--- src/rtl/alu_pkg.sv ---
// Shared types for the ALU issue buffer.
//   alu_op_e     : ALU opcode encoding (add .. slt); 14 and 15 are illegal.
//   buf_state_e  : occupancy of the two-entry skid buffer.
//   alu_entry_t  : one buffered instruction. Data/opcode fields are sized for the
//                  widest supported configuration; a module instance uses the low
//                  WIDTH / OP bits and keeps the rest at zero.
//   op_is_illegal / op_is_branch : opcode classification helpers.
package alu_pkg;

    localparam int unsigned MaxWidth   = 64;
    localparam int unsigned MaxOpWidth = 8;

    typedef enum logic [3:0] {
        OpAdd = 4'd0,
        OpSub = 4'd1,
        OpSll = 4'd2,
        OpSla = 4'd3,
        OpSrl = 4'd4,
        OpSra = 4'd5,
        OpXor = 4'd6,
        OpOr  = 4'd7,
        OpAnd = 4'd8,
        OpBeq = 4'd9,
        OpBne = 4'd10,
        OpBlt = 4'd11,
        OpBge = 4'd12,
        OpSlt = 4'd13
    } alu_op_e;

    typedef enum logic [1:0] {
        StEmpty = 2'd0,
        StOne   = 2'd1,
        StTwo   = 2'd2
    } buf_state_e;

    typedef struct packed {
        logic [MaxWidth-1:0]   rs1;
        logic [MaxWidth-1:0]   rs2;
        logic [4:0]            rs1_addr;
        logic [4:0]            rs2_addr;
        logic                  use_imm;
        logic [4:0]            rd;
        logic [MaxOpWidth-1:0] op;
        logic                  illegal;
    } alu_entry_t;

    function automatic logic op_is_illegal(input logic [MaxOpWidth-1:0] op);
        return (op == MaxOpWidth'(4'd14)) || (op == MaxOpWidth'(4'd15));
    endfunction

    function automatic logic op_is_branch(input logic [MaxOpWidth-1:0] op);
        return (op >= MaxOpWidth'(OpBeq)) && (op <= MaxOpWidth'(OpBge));
    endfunction

endpackage

--- src/rtl/operand_bypass.sv ---
// Operand bypass selector for one source operand.
//   enable              : 0 passes src_val through untouched (immediate operand).
//   src_addr, src_val   : architectural source index and its current value.
//   fwd_ex_*            : EX/MEM result bus (highest priority).
//   fwd_wb_*            : writeback result bus.
//   operand             : selected value.
// x0 never matches a bypass bus, so its register-file value is kept.
module operand_bypass #(
    parameter int unsigned WIDTH = 32
) (
    input  logic             enable,
    input  logic [4:0]       src_addr,
    input  logic [WIDTH-1:0] src_val,
    input  logic             fwd_ex_valid,
    input  logic [4:0]       fwd_ex_rd,
    input  logic [WIDTH-1:0] fwd_ex_data,
    input  logic             fwd_wb_valid,
    input  logic [4:0]       fwd_wb_rd,
    input  logic [WIDTH-1:0] fwd_wb_data,
    output logic [WIDTH-1:0] operand
);

    always_comb begin
        operand = src_val;
        if (enable && (src_addr != 5'd0)) begin
            if (fwd_ex_valid && (fwd_ex_rd == src_addr)) begin
                operand = fwd_ex_data;
            end else if (fwd_wb_valid && (fwd_wb_rd == src_addr)) begin
                operand = fwd_wb_data;
            end
        end
    end

endmodule

--- src/rtl/alu_issue_buffer.sv ---
// Two-entry skid buffer between decode and the ALU.
//   clk, rst                : clock, asynchronous active-high reset.
//   in_valid / in_ready     : decode handshake; in_ready is registered.
//   in_rs*_val, in_*_addr   : register-file data and register indices.
//   in_op, in_imm, in_use_imm : opcode, immediate, immediate select for rs2.
//   fwd_ex_*, fwd_wb_*      : result bypass buses (EX/MEM has priority).
//   flush                   : squash everything held and any push this cycle.
//   out_valid / out_ready   : ALU handshake on the head entry.
//   alu_*, out_*            : head entry fields.
// Held operands are re-bypassed every cycle so a producer finishing after capture
// still reaches the waiting instruction. The same four bypass instances serve both
// capture and refresh: each slot's pre-bypass value is chosen first (hold, incoming,
// or the skid entry moving to the head) and then bypassed on the way into the flop.
module alu_issue_buffer
    import alu_pkg::*;
#(
    parameter int unsigned WIDTH = 32,
    parameter int unsigned OP    = 4
) (
    input  logic             clk,
    input  logic             rst,
    input  logic             in_valid,
    output logic             in_ready,
    input  logic [WIDTH-1:0] in_rs1_val,
    input  logic [WIDTH-1:0] in_rs2_val,
    input  logic [4:0]       in_rs1_addr,
    input  logic [4:0]       in_rs2_addr,
    input  logic [4:0]       in_rd_addr,
    input  logic [OP-1:0]    in_op,
    input  logic [WIDTH-1:0] in_imm,
    input  logic             in_use_imm,
    input  logic             fwd_ex_valid,
    input  logic [4:0]       fwd_ex_rd,
    input  logic [WIDTH-1:0] fwd_ex_data,
    input  logic             fwd_wb_valid,
    input  logic [4:0]       fwd_wb_rd,
    input  logic [WIDTH-1:0] fwd_wb_data,
    input  logic             flush,
    input  logic             out_ready,
    output logic             out_valid,
    output logic [WIDTH-1:0] alu_rs1,
    output logic [WIDTH-1:0] alu_rs2,
    output logic [OP-1:0]    alu_op,
    output logic [4:0]       alu_shifter_size,
    output logic [4:0]       out_rd,
    output logic             out_is_branch,
    output logic             out_illegal
);

    buf_state_e state_q, state_d;
    logic       in_ready_q;
    alu_entry_t ent0_q, ent0_d;
    alu_entry_t ent1_q, ent1_d;
    alu_entry_t in_entry;
    alu_entry_t raw0, raw1;

    logic [MaxOpWidth-1:0] in_op_ext;
    logic [WIDTH-1:0]      byp0_rs1, byp0_rs2, byp1_rs1, byp1_rs2;
    logic                  push, pop;

    assign push = in_valid && in_ready_q;
    assign pop  = out_valid && out_ready;

    // Incoming instruction before bypass; illegal opcodes become add + flag.
    always_comb begin
        in_op_ext            = '0;
        in_op_ext[OP-1:0]    = in_op;
        in_entry             = '0;
        in_entry.rs1[WIDTH-1:0] = in_rs1_val;
        in_entry.rs2[WIDTH-1:0] = in_use_imm ? in_imm : in_rs2_val;
        in_entry.rs1_addr    = in_rs1_addr;
        in_entry.rs2_addr    = in_rs2_addr;
        in_entry.use_imm     = in_use_imm;
        in_entry.rd          = in_rd_addr;
        if (op_is_illegal(in_op_ext)) begin
            in_entry.op      = '0;
            in_entry.illegal = 1'b1;
        end else begin
            in_entry.op      = in_op_ext;
            in_entry.illegal = 1'b0;
        end
    end

    // Occupancy FSM and pre-bypass slot sources.
    always_comb begin
        state_d = state_q;
        raw0    = ent0_q;
        raw1    = ent1_q;
        case (state_q)
            StEmpty: begin
                if (push) begin
                    state_d = StOne;
                    raw0    = in_entry;
                end
            end
            StOne: begin
                if (push && pop) begin
                    raw0 = in_entry;
                end else if (push) begin
                    state_d = StTwo;
                    raw1    = in_entry;
                end else if (pop) begin
                    state_d = StEmpty;
                end
            end
            StTwo: begin
                // in_ready is low here, so no push can arrive.
                if (pop) begin
                    state_d = StOne;
                    raw0    = ent1_q;
                end
            end
            default: state_d = StEmpty;
        endcase
        if (flush) begin
            state_d = StEmpty;
        end
    end

    operand_bypass #(.WIDTH(WIDTH)) u_byp_e0_rs1 (
        .enable       (1'b1),
        .src_addr     (raw0.rs1_addr),
        .src_val      (raw0.rs1[WIDTH-1:0]),
        .fwd_ex_valid (fwd_ex_valid),
        .fwd_ex_rd    (fwd_ex_rd),
        .fwd_ex_data  (fwd_ex_data),
        .fwd_wb_valid (fwd_wb_valid),
        .fwd_wb_rd    (fwd_wb_rd),
        .fwd_wb_data  (fwd_wb_data),
        .operand      (byp0_rs1)
    );

    operand_bypass #(.WIDTH(WIDTH)) u_byp_e0_rs2 (
        .enable       (!raw0.use_imm),
        .src_addr     (raw0.rs2_addr),
        .src_val      (raw0.rs2[WIDTH-1:0]),
        .fwd_ex_valid (fwd_ex_valid),
        .fwd_ex_rd    (fwd_ex_rd),
        .fwd_ex_data  (fwd_ex_data),
        .fwd_wb_valid (fwd_wb_valid),
        .fwd_wb_rd    (fwd_wb_rd),
        .fwd_wb_data  (fwd_wb_data),
        .operand      (byp0_rs2)
    );

    operand_bypass #(.WIDTH(WIDTH)) u_byp_e1_rs1 (
        .enable       (1'b1),
        .src_addr     (raw1.rs1_addr),
        .src_val      (raw1.rs1[WIDTH-1:0]),
        .fwd_ex_valid (fwd_ex_valid),
        .fwd_ex_rd    (fwd_ex_rd),
        .fwd_ex_data  (fwd_ex_data),
        .fwd_wb_valid (fwd_wb_valid),
        .fwd_wb_rd    (fwd_wb_rd),
        .fwd_wb_data  (fwd_wb_data),
        .operand      (byp1_rs1)
    );

    operand_bypass #(.WIDTH(WIDTH)) u_byp_e1_rs2 (
        .enable       (!raw1.use_imm),
        .src_addr     (raw1.rs2_addr),
        .src_val      (raw1.rs2[WIDTH-1:0]),
        .fwd_ex_valid (fwd_ex_valid),
        .fwd_ex_rd    (fwd_ex_rd),
        .fwd_ex_data  (fwd_ex_data),
        .fwd_wb_valid (fwd_wb_valid),
        .fwd_wb_rd    (fwd_wb_rd),
        .fwd_wb_data  (fwd_wb_data),
        .operand      (byp1_rs2)
    );

    always_comb begin
        ent0_d                  = raw0;
        ent0_d.rs1[WIDTH-1:0]   = byp0_rs1;
        ent0_d.rs2[WIDTH-1:0]   = byp0_rs2;
        ent1_d                  = raw1;
        ent1_d.rs1[WIDTH-1:0]   = byp1_rs1;
        ent1_d.rs2[WIDTH-1:0]   = byp1_rs2;
    end

    always_ff @(posedge clk or posedge rst) begin
        if (rst) begin
            state_q    <= StEmpty;
            in_ready_q <= 1'b1;
            ent0_q     <= '0;
            ent1_q     <= '0;
        end else begin
            state_q    <= state_d;
            in_ready_q <= (state_d != StTwo);
            ent0_q     <= ent0_d;
            ent1_q     <= ent1_d;
        end
    end

    assign in_ready         = in_ready_q;
    assign out_valid        = (state_q != StEmpty);
    assign alu_rs1          = ent0_q.rs1[WIDTH-1:0];
    assign alu_rs2          = ent0_q.rs2[WIDTH-1:0];
    assign alu_shifter_size = ent0_q.rs2[4:0];
    assign alu_op           = ent0_q.op[OP-1:0];
    assign out_rd           = ent0_q.rd;
    assign out_is_branch    = op_is_branch(ent0_q.op);
    assign out_illegal      = ent0_q.illegal;

endmodule
--- config.mk ---
export PLATFORM = sky130hd
export DESIGN_NAME = alu_issue_buffer
export DESIGN_NICKNAME = d
export VERILOG_FILES = /design/src/rtl/alu_pkg.sv /design/src/rtl/operand_bypass.sv /design/src/rtl/alu_issue_buffer.sv
export SDC_FILE = /design/constraint.sdc
export NUM_CORES = 1
export LEC_CHECK = 0
export CELL_PAD_IN_SITES_DETAIL_PLACEMENT = 2
export CELL_PAD_IN_SITES_GLOBAL_PLACEMENT = 2
export CORE_AREA = 2 2 203 205
export DETAILED_ROUTE_END_ITERATION = 7
export DIE_AREA = 0 0 205 207
export PLACE_DENSITY_LB_ADDON = 0.1
export SLEW_MARGIN = 30
export SYNTH_ARGS = -nofsm -noshare
export SYNTH_HDL_FRONTEND = slang
export SYNTH_SLANG_ARGS = --single-unit
--- constraint.sdc ---
create_clock -name clk -period 6.4 [get_ports clk]
set_input_delay 1.28 -clock clk [delete_from_list [all_inputs] [get_ports clk]]
set_output_delay 1.28 -clock clk [all_outputs]
set_load 0.005 [all_outputs]
# --- Word level (Yosys, flattened, before mapping) ---
# Index checks and enable logic that the tools add are counted.
classes:
  n_eq_ne: 16
  magnitude_cmp: 2
  bitwise_logic: 1
  n_reduce_logical: 26
  mux: 28
op_table:
  columns: ["cell", "count"]
  rows:
  - ["121-bit 2-to-1 mux", 6]
  - ["32-bit 2-to-1 mux", 13]
  - ["121-bit one-hot mux with 3 select lines", 1]
  - ["5-bit == test", 8]
  - ["5-bit nonzero test", 4]
  - ["1-bit logical AND", 14]
  - ["2-bit 2-to-1 mux", 6]
  - ["4-bit == test, second input constant", 2]
  - ["8-bit by 4-bit greater-or-equal comparator with 1-bit output, second input constant", 1]
  - ["8-bit by 4-bit <= comparator with 1-bit output, second input constant", 1]
  - ["2-bit != test, second input constant", 4]
  - ["2-bit one-hot mux with 3 select lines", 1]
  - ["5-bit 2-to-1 mux", 1]
  - ["4-bit AND reduction", 1]
  - ["3-bit AND reduction", 1]
  - ["3-bit nonzero test", 1]
  - ["2-bit by 1-bit == test with 1-bit output, second input constant", 1]
  - ["2-bit == test, second input constant", 1]
  - ["1-bit logical NOT", 2]
  - ["2-bit logical NOT", 1]
  - ["2-bit nonzero test", 1]
  - ["1-bit logical OR", 1]
  - ["1-bit inverter", 1]
totals:
  inputBits: 197
  ff_bits: 181
  elab_cells: 91
  output_inout_bits: 82

# --- Logic depth before layout (Yosys ltp) ---
logic_depth:
  depth_word: 11
  mapped_depth: 14
  ltp_nobuf: 8

# --- By module ---
# A second synthesis with hierarchy kept.
hier_totals:
  cells_unflattened: 1148
  area_unflattened_um2: 11432.2
by_module_without_submodules:
  columns: ["mod", "cells_each", "instances", "area_per_inst_um2"]
  rows:
  - ["alu_issue_buffer", 760, 1, 7763.7]
  - ["operand_bypass", 97, 4, 917.1]

# --- Worst setup path before layout ---
# No wires, ideal clock.
synth_path:
  path_type: "input-to-reg"
  startpoint: "input port in_valid"
  endpoint: "register ent1_q[46] (netlist name)"
  arrival_ns: 3.589
  t_required_ns: 6.277
  path_slack_ns: 2.689
  stages: 10
  cell_sequence: "buf_2 nand4b_2 nor2_4 mux2_2 xor2_1 nor4_4 nand2_1 clkbuf_1 o22a_1 o221a_2"
synth_lines:
  columns: ["item", "line_no", "text"]
  rows:
  - ["from (decl)", "alu_issue_buffer.sv:22", "input logic in_valid,"]
  - ["to (signal assigned)", "alu_issue_buffer.sv:191", "ent1_q <= ent1_d;"]
  - ["to (decl)", "alu_issue_buffer.sv:53", "alu_entry_t ent1_q, ent1_d;"]

# --- Final worst setup path ---
layout_path:
  startpoint: "input port in_valid"
  endpoint: "register ent1_q[100] (netlist name)"
layout_between:
  elab_chain_cells: 9
layout_lines:
  columns: ["item", "line_no", "text"]
  rows:
  - ["1-bit logical AND *", "alu_issue_buffer.sv:61", "assign push = in_valid && in_ready_q;"]
  - ["121-bit 2-to-1 mux / 1-bit logical AND (equally long branches)", "alu_issue_buffer.sv:99, alu_issue_buffer.sv:97", null]
  - ["121-bit 2-to-1 mux *", "alu_issue_buffer.sv:97", "if (push && pop) begin"]
  - ["121-bit 2-to-1 mux *", "alu_issue_buffer.sv:89", "case (state_q)"]
  - ["5-bit == test", "operand_bypass.sv:28", "end else if (fwd_wb_valid && (fwd_wb_rd == src_addr)) begin"]
  - ["1-bit logical AND", "operand_bypass.sv:28", null]
  - ["32-bit 2-to-1 mux", "operand_bypass.sv:28", null]
  - ["32-bit 2-to-1 mux", "operand_bypass.sv:26", "if (fwd_ex_valid && (fwd_ex_rd == src_addr)) begin"]
  - ["32-bit 2-to-1 mux *", "operand_bypass.sv:25", "if (enable && (src_addr != 5'd0)) begin"]
  - ["named net byp1_rs1[11]", "alu_issue_buffer.sv:58", "logic [WIDTH-1:0] byp0_rs1, byp0_rs2, byp1_rs1, byp1_rs2;"]
# The timed path passes the listed nets; every way through them passes the cells marked *.
# A chain may end at the register's enable or synchronous reset.

==> reports/metrics.cfg <==
[synth]
ys.flop_type = dfrtp_1
yosys_warnings = 0
ys_types = 78
yosysSeqAreaShare = 0.352
avgSynthCellArea_um2 = 9.05
syn_area_um2 = 12300
ys_ff_latch = 173
ys_async_sr_fraction = 1.00
netlist_instances = 1360
synth-edff-count = 0
synth.net_count = 1557

[grt]
grt_remaining_overflow = 0
grt_first_pass_wirelength_mm = 85.1
grt_pass1_vias = 13059
antenna_found_initial = 1
grt_max_degree = 74
grt_use_total = 0.267

[sta]
grt_setup_unrepaired = no
fin_setup_tns_ns = 0
fin_crit_ns = 4.92
fmax_ghz = 0.203
worst_slew_pin_slew_ns = 1.01
slew-limit-headroom = 0.324
skew_ns = 0.0118
hold_slack_ns = 0.475
hold_violations = 0
fin_crit_sh = 0.769
setup-violations-final = 0
timing.final.max_slew_violations = 0

[place]
port_buffers = 278
dp_hpwl_mm = 37.9
globalplace.congestion = 0.835

[cts]
hold_buffers = 0
cts_buffers = 17
cts_resized = 0
clk_latency_ns = 0.46
cts_max_path_buffers = 2
cts_tree = built
postCtsSetupBuffers = 0
clkTransAtPathRegs_ns = 0.07
cts.sinks = 173
h-tree-depth = 4
cts_root_buf = clkbuf_16

[worst_hold_path]
min_path_type = reg -> reg

[critical_path]
worstSetupPathType = in -> reg
worstSetupStartpointType = primary input
worst-path-max-fanout = 32
cp.arrival_ns = 5.30
critPathCaptureType = register
reg2reg_slack_ns = 2.30
required_ns = 6.77

[drt]
wl_met3_mm = 2.33
drc = 0
dr.pass1.iters = 5
drtAntennaViolNets = 0
wl_mm = 56.6
viasPerCell = 5.91
highest_layer = met4
drt_iter0_drc = 707
wl_met1_mm = 25.6
routedWlPerCell_um = 28.0
wl_met2_mm = 27.4
via_count = 11943

[floorplan]
dieHeight_um = 207
core-area_um2 = 40400
ios = 279
die_width_um = 205
start_util = 0.305
rows = 74
die_area_um2 = 42400

[cells_and_area]
regArea_um2 = 4330
final_cell_mix = clkdlybuf4s50_1, dfrtp_1, nand2_1
layout_commonest_cell = clkdlybuf4s50_1
area_growth_pct = 26.1
drive_gt1_frac = 0.116
nNetsFinal = 1673
num-fill-cells = 4433
multi_input_area_um2 = 6840

[power]
vdd_drop_max_uv = 150
p_leak_nw = 6.04
power_density_nw_per_um2 = 308

[run_status]
status = complete, no violations

[flow_run]
cap_violations = 0

==> synth_stat cells (8+ instances only) <==
library cell,number,area (µm²)
buf_6,10,113
o22a_1,32,280
nand2_1,148,556
clkbuf_1,92,345
buf_2,19,95.1
nand2b_1,36,225
xnor2_1,15,131
dfrtp_1,172,4300
o22ai_1,32,200
a221o_1,69,691
o21ai_0,53,265
a21oi_1,79,395
a221oi_2,30,450
mux2i_1,40,400
nor3_1,49,245
xor2_1,15,131
nand3_1,42,210
buf_4,81,608
a32oi_1,32,280
a21o_1,8,60.1
o221a_2,32,360
buf_1,10,37.5
a211oi_1,32,240
a22o_1,32,280
nor2_1,74,278
inv_1,18,67.6
==> worst max-delay path, cell delays in order <==
cell,delay (ns)
clkdlybuf4s50_1,0.81
nand4b_2,0.32
nor2_4,0.31
mux2i_1,0.51
xnor2_1,0.12
nor4_1,0.49
a311o_2,0.96
o22ai_1,0.25
a32oi_1,0.21
==> cell families after synthesis <==
family                    Yosys count  share of synthesized area
muxes                              44                     0.0362
buffers and inverters             230                      0.103
and+or+nand+nor                   406                      0.163
xor gates and xnor gates           30                     0.0213
AOI/OAI and AO/OA                 477                      0.325
DFF                               173                      0.352
==> final cells by class <==
class,instances,area share
inverters,18,0.00484
well taps,532,0.0429
clock inverters,8,0.00693
clock buffers,23,0.0308
multi-input cells,957,0.441
flip-flops and latches,173,0.279
repair buffers,309,0.195
diodes,1,0.000161
==> report_power, final <==
part	internal (W)	switching, W	total (W)
clock	0.000608	0.000501	0.00111
combinational	0.000991	0.000996	0.00199
sequential	0.00143	0.000252	0.00168
total	0.00303	0.00175	0.00478
==> metal layers <==
layer / vias to the layer above / global-route usage
li1: 5300 / -
met1: 6242 / 0.357
met2: 334 / 0.447
met3: 67 / 0.0360
met4: 0 / 0.0786
met5: - / 0
==> sequential cells by signal, summed over array words and instances, names as in the netlist <==
register     cells
ent1_q          85
alu_rs1         32
alu_rs2         32
ent0_q          11
out_rd           5
alu_op           4
state_q          2
in_ready         1
out_illegal      1
==> through the flow <==
stage,setup WS (ns),power [W],util,area [µm²],cells
final,1.48,0.00478,0.385,15500,2021
after global placement,0.998,0.00361,0.370,14900,1989
after floorplan,0.433,0.00295,-,12300,1360
after detailed placement,0.926,0.00369,0.370,14900,1989
after global routing,1.22,0.00505,0.385,15500,2021
after CTS,1.38,0.00481,0.384,15500,2020
==> path summary, 6_finish.rpt <==
path | from | end | cells after the start
hold reg to reg | out_rd[3]$_DFFE_PP0P_ | out_rd[3]$_DFFE_PP0P_ | 2
setup / recovery | in_valid | ent1_q[100]$_DFF_PP0_ | 9
min in group asynchronous | rst | alu_op[3]$_DFFE_PP0P_ | 2
setup reg to reg | state_q[1]$_DFF_PP0_ | alu_rs1[9]$_DFF_PP0_ | 10
hold / removal | out_rd[3]$_DFFE_PP0P_ | out_rd[3]$_DFFE_PP0P_ | 2
max in group asynchronous | rst | alu_rs1[14]$_DFF_PP0_ | 3
Power figures use the tool's default switching activity.
